File: src/rtl/dmem_arbiter_pkg.sv
// Shared definitions for the data-memory arbiter: default widths, FSM encoding
// and the port identifiers used by the round-robin picker.
package dmem_arbiter_pkg;

   localparam int ADDR_W_DEF = 12;
   localparam int DATA_W_DEF = 32;

   typedef enum logic [1:0] {
      IDLE   = 2'd0,
      ACCESS = 2'd1,
      RESP   = 2'd2
   } state_t;

   localparam logic CORE = 1'b0;
   localparam logic DBG  = 1'b1;

endpackage

File: src/rtl/dmem_arbiter_rr_arb2.sv
// Two-way round-robin picker: a lone requester wins, a tie goes to the port
// that was not granted last. The pointer only moves when a grant is taken.
module rr_arb2
   import dmem_arbiter_pkg::*;
(
   input  logic       clk,
   input  logic       reset,
   input  logic [1:0] req,
   input  logic       advance,
   output logic       valid,
   output logic       pick
);

   logic last;

   // Reset to DBG so that the core wins the very first tie.
   always_ff @(posedge clk or posedge reset) begin
      if (reset)
         last <= DBG;
      else if (advance && valid)
         last <= pick;
   end

   always_comb begin
      valid = |req;
      pick  = CORE;
      if (req[CORE] && req[DBG])
         pick = ~last;
      else if (req[DBG])
         pick = DBG;
   end

endmodule

File: src/rtl/dmem_arbiter.sv
// Arbitrates a core port and a debug/loader port onto one single-port data RAM.
// Each access takes three cycles: grant (IDLE), RAM strobe (ACCESS), done (RESP).
module dmem_arbiter
   import dmem_arbiter_pkg::*;
#(
   parameter int ADDR_W = ADDR_W_DEF,
   parameter int DATA_W = DATA_W_DEF
) (
   input  logic              clk,
   input  logic              reset,
   input  logic              c_req,
   input  logic              c_we,
   input  logic [ADDR_W-1:0] c_addr,
   input  logic [DATA_W-1:0] c_wdata,
   output logic              c_gnt,
   output logic              c_done,
   output logic [DATA_W-1:0] c_rdata,
   input  logic              d_req,
   input  logic              d_we,
   input  logic [ADDR_W-1:0] d_addr,
   input  logic [DATA_W-1:0] d_wdata,
   output logic              d_gnt,
   output logic              d_done,
   output logic [DATA_W-1:0] d_rdata,
   output logic [ADDR_W-1:0] m_addr,
   output logic [DATA_W-1:0] m_wdata,
   output logic              m_ld,
   output logic              m_str,
   input  logic [DATA_W-1:0] m_rdata
);

   state_t            state, state_next;
   logic              win_id;
   logic              lat_we;
   logic [ADDR_W-1:0] lat_addr;
   logic [DATA_W-1:0] lat_wdata;
   logic              arb_valid;
   logic              arb_pick;
   logic              grant;

   // Grants are suppressed while reset is held so nothing is taken before release.
   assign grant = (state == IDLE) && arb_valid && !reset;

   rr_arb2 u_arb (
      .clk     (clk),
      .reset   (reset),
      .req     ({d_req, c_req}),
      .advance (grant),
      .valid   (arb_valid),
      .pick    (arb_pick)
   );

   always_ff @(posedge clk or posedge reset) begin
      if (reset)
         state <= IDLE;
      else
         state <= state_next;
   end

   always_comb begin
      state_next = state;
      c_gnt      = 1'b0;
      d_gnt      = 1'b0;
      c_done     = 1'b0;
      d_done     = 1'b0;
      m_ld       = 1'b0;
      m_str      = 1'b0;
      case (state)
         IDLE: begin
            if (grant) begin
               state_next = ACCESS;
               c_gnt      = (arb_pick == CORE);
               d_gnt      = (arb_pick == DBG);
            end
         end
         ACCESS: begin
            m_str      = lat_we;
            m_ld       = !lat_we;
            state_next = RESP;
         end
         RESP: begin
            c_done     = (win_id == CORE);
            d_done     = (win_id == DBG);
            state_next = IDLE;
         end
         default: state_next = IDLE;
      endcase
   end

   // The winner's request is frozen here so later req changes cannot disturb it.
   always_ff @(posedge clk or posedge reset) begin
      if (reset) begin
         win_id    <= CORE;
         lat_we    <= 1'b0;
         lat_addr  <= '0;
         lat_wdata <= '0;
      end else if (grant) begin
         win_id    <= arb_pick;
         lat_we    <= (arb_pick == CORE) ? c_we    : d_we;
         lat_addr  <= (arb_pick == CORE) ? c_addr  : d_addr;
         lat_wdata <= (arb_pick == CORE) ? c_wdata : d_wdata;
      end
   end

   assign m_addr  = lat_addr;
   assign m_wdata = lat_wdata;

   // Per-port read registers: only the winning port's word changes, and only on loads.
   always_ff @(posedge clk or posedge reset) begin
      if (reset) begin
         c_rdata <= '0;
         d_rdata <= '0;
      end else if (state == ACCESS && !lat_we) begin
         if (win_id == CORE)
            c_rdata <= m_rdata;
         else
            d_rdata <= m_rdata;
      end
   end

endmodule

File: config.mk
export PLATFORM = sky130hd
export DESIGN_NAME = dmem_arbiter
export DESIGN_NICKNAME = d
export VERILOG_FILES = /design/src/rtl/dmem_arbiter_pkg.sv /design/src/rtl/dmem_arbiter_rr_arb2.sv /design/src/rtl/dmem_arbiter.sv
export SDC_FILE = /design/constraint.sdc
export NUM_CORES = 1
export LEC_CHECK = 0
export ABC_AREA = 0
export BUFFER_PORTS_ARGS = -buffer_cell sky130_fd_sc_hd__buf_2
export CORE_UTILIZATION = 46
export DETAILED_ROUTE_END_ITERATION = 16
export GPL_TIMING_DRIVEN = 1
export PLACE_DENSITY_LB_ADDON = 0.05
export SETUP_SLACK_MARGIN = 0.4
export SYNTH_ARGS = -nofsm -noshare
export SYNTH_HDL_FRONTEND = slang
export SYNTH_HIERARCHICAL = 1
export SYNTH_SLANG_ARGS = --single-unit
File: constraint.sdc
create_clock -name clk -period 4.35 [get_ports clk]
set_clock_uncertainty 0.15 [all_clocks]
set_input_delay 0.6525 -clock clk [delete_from_list [all_inputs] [get_ports clk]]
set_output_delay 0.6525 -clock clk [all_outputs]
set_load 0.03 [all_outputs]
==> metrics <==
status finished clean; die area 0.0110 sq mm; Mapped Area 0.00486 sq mm; Fillers 806; Worst Reg2Reg Path Length in Cells 4; R2R Setup Slk 2.21 ns; Seq pwr share 0.331; vias in the first global route 3475; total track usage 0.204; Syn Inst Count 302; gr ovfl total 0; clock share of power 0.273; Layout area overhead 39.3%; detailed-route DRC error count 0; Int Power 3.13 mW; Longest Clk Path Bufs 2; Final nets 675; period utilization 0.582; commonest cells after routing, fill and taps aside 239 x buf_2, 144 x mux2_2, 112 x dfrtp_1, 16 x clkbuf_16, 11 x mux2_1; post-synthesis async set-or-reset flop share 1.00; Seq cells post-synth 113; FF/Latch Area 0.00283 sq mm; utilization after layout 0.659; Final ANT Viol Nets 0; initial antenna violation count 0; worst slew slack as a fraction of its limit 0.553; syn_area_per_cell 16.1 sq um; global-route wire length before repair 17.2 mm; clk root buf clkbuf_8; Post-synth EDFFs 0; die height 105 um; chip width 105 um; I/O Buffers 239; # resized after CTS 0; routability cong. 0.725; RSZ-0062 raised after global routing no; FP Rows 37; sequential fraction of the synthesis area 0.582; critical path launch point state[1]; Max Cap Viol 0; worst setup path endpoint c_gnt; clock-pin slew on the worst setup and hold paths 0.06 ns; Layout Cells excl Fill 698; top_reg_cell synth dfrtp_1; IO Pins 240; Clk Latency, worst-skew pair 0.50 ns; drt total wl 10.8 mm; # setup viols final 0; CTS Buf Count 17; area of the core 0.0103 sq mm; wire per inst 15.5 um; CP Max Fanout 7; Multi-input gate area 0.00191 sq mm; critical path class reg -> out; DRT Pass-1 Iters 4; Logic pwr share 0.396; Max Transition Viols Final 0; Placed Cells 666; largest net degree at the start of global routing 56; final-report hold violation count 0; Yosys warnings 6; Initial DRC Count 103; Hold-fix buffers, CTS 0; Worst VDD drop 0.459 mV; Hold WC Path Type in -> async; worst slew pin tran 0.671 ns; minimum clock period 2.53 ns; Critical Path End Type output pin; Post-Syn Nets 428; P per Cell Area 764 mW/mm^2; Peak Freq 395 MHz; TritonCTS clock tree done; starting density of the core 0.473; fraction of layout cells with a size suffix above 1 0.760; clock sink count 113; CTS H-tree depth 4; setup fix buffers added after clock tree synthesis 0; worst r2r dst m_addr[1]; Power Total 5.17 mW; worst endpoint required time 3.55 ns; crit path launch type flip-flop; WP data arrival 1.73 ns; hpwl dp 7.92 mm; most common cell after layout, fill and taps aside buf_2; DR vias/cell 4.84; switch share 0.396; Setup TNS 0 ns; Pleak 3.30 nW; P_sw 2.05 mW; via count 3378; Inserted Diodes 0; R2R Path Start u_arb/last; Synth cell types 20
## power groups by stage
stage / clock, mW / sequential (mW) / combinational, mW
global route: 1.49 / 1.77 / 2.15
detailed placement: 0 / 1.73 / 2.07
global placement: 0 / 1.71 / 2.05
finish: 1.41 / 1.71 / 2.05
CTS: 1.45 / 1.72 / 2.07
floorplan: 0 / 2.59 / 0.565
## stage by stage
step	hold slack, ns	area [sq um]	setup WS, ns
after floorplan	0.353	4860	0.588
after global placement	0.314	6160	1.82
after detailed placement	0.319	6160	1.80
after CTS	0.0404	6770	1.79
after global routing	0.0366	6770	1.75
final	0.0635	6770	1.82
## sequential cells by signal, indices dropped and copies added (netlist names)
signal      count
d_rdata        32
m_wdata        32
lat_we          1
c_rdata        32
u_arb/last      1
win_id          1
m_addr         12
state           2
## Yosys cell counts, types with 2 or more instances
cell type | instances | area share
nor4b_4 | 2 | 0.0098
buf_2 | 4 | 0.0041
and2_1 | 2 | 0.0026
mux2_2 | 144 | 0.33
nor2b_1 | 3 | 0.0039
buf_4 | 3 | 0.0046
mux2_1 | 11 | 0.025
dfrtp_1 | 112 | 0.58
clkbuf_1 | 2 | 0.0015
inv_1 | 2 | 0.0015
buf_6 | 8 | 0.019
## worst min path at each step
stage	endpoint	slack, ns	cells after the start
after CTS	u_arb/last	0.04	2
after global routing	u_arb/last	0.04	2
after global placement	d_rdata[15]	0.31	1
final	u_arb/last	0.06	2
after detailed placement	m_wdata[3]	0.32	1
after floorplan	u_arb/last	0.35	2
## final cells by class
cell class,count,share of cell area
clock buffers,17,0.0611
clock inverters,15,0.0292
inverters,2,0.00148
multi-input cells,170,0.282
flip-flops and latches,113,0.418
well taps,136,0.0251
repair buffers,245,0.183
## critical path: stages, from the launching register on
cell and delay [ns]:
dfrtp_1 0.50, nor4b_4 0.37, nor2b_1 0.17, buf_2 0.20
## metal layers
layer | wire length, um | part of all wire | track usage
met4 | 147 | 0.014 | 0.0795
met5 | 0 | 0 | 0
met1 | 4250 | 0.39 | 0.233
met3 | 851 | 0.079 | 0.0686
met2 | 5540 | 0.51 | 0.353
## logic make-up after synthesis
family | synth area share
and+or+nand+nor | 0.0247
AOI/OAI and AO/OA | 0.00386
muxes | 0.359
DFF | 0.582
buffers and inverters | 0.0304
Note: power is estimated with default switching activity, not from simulation.
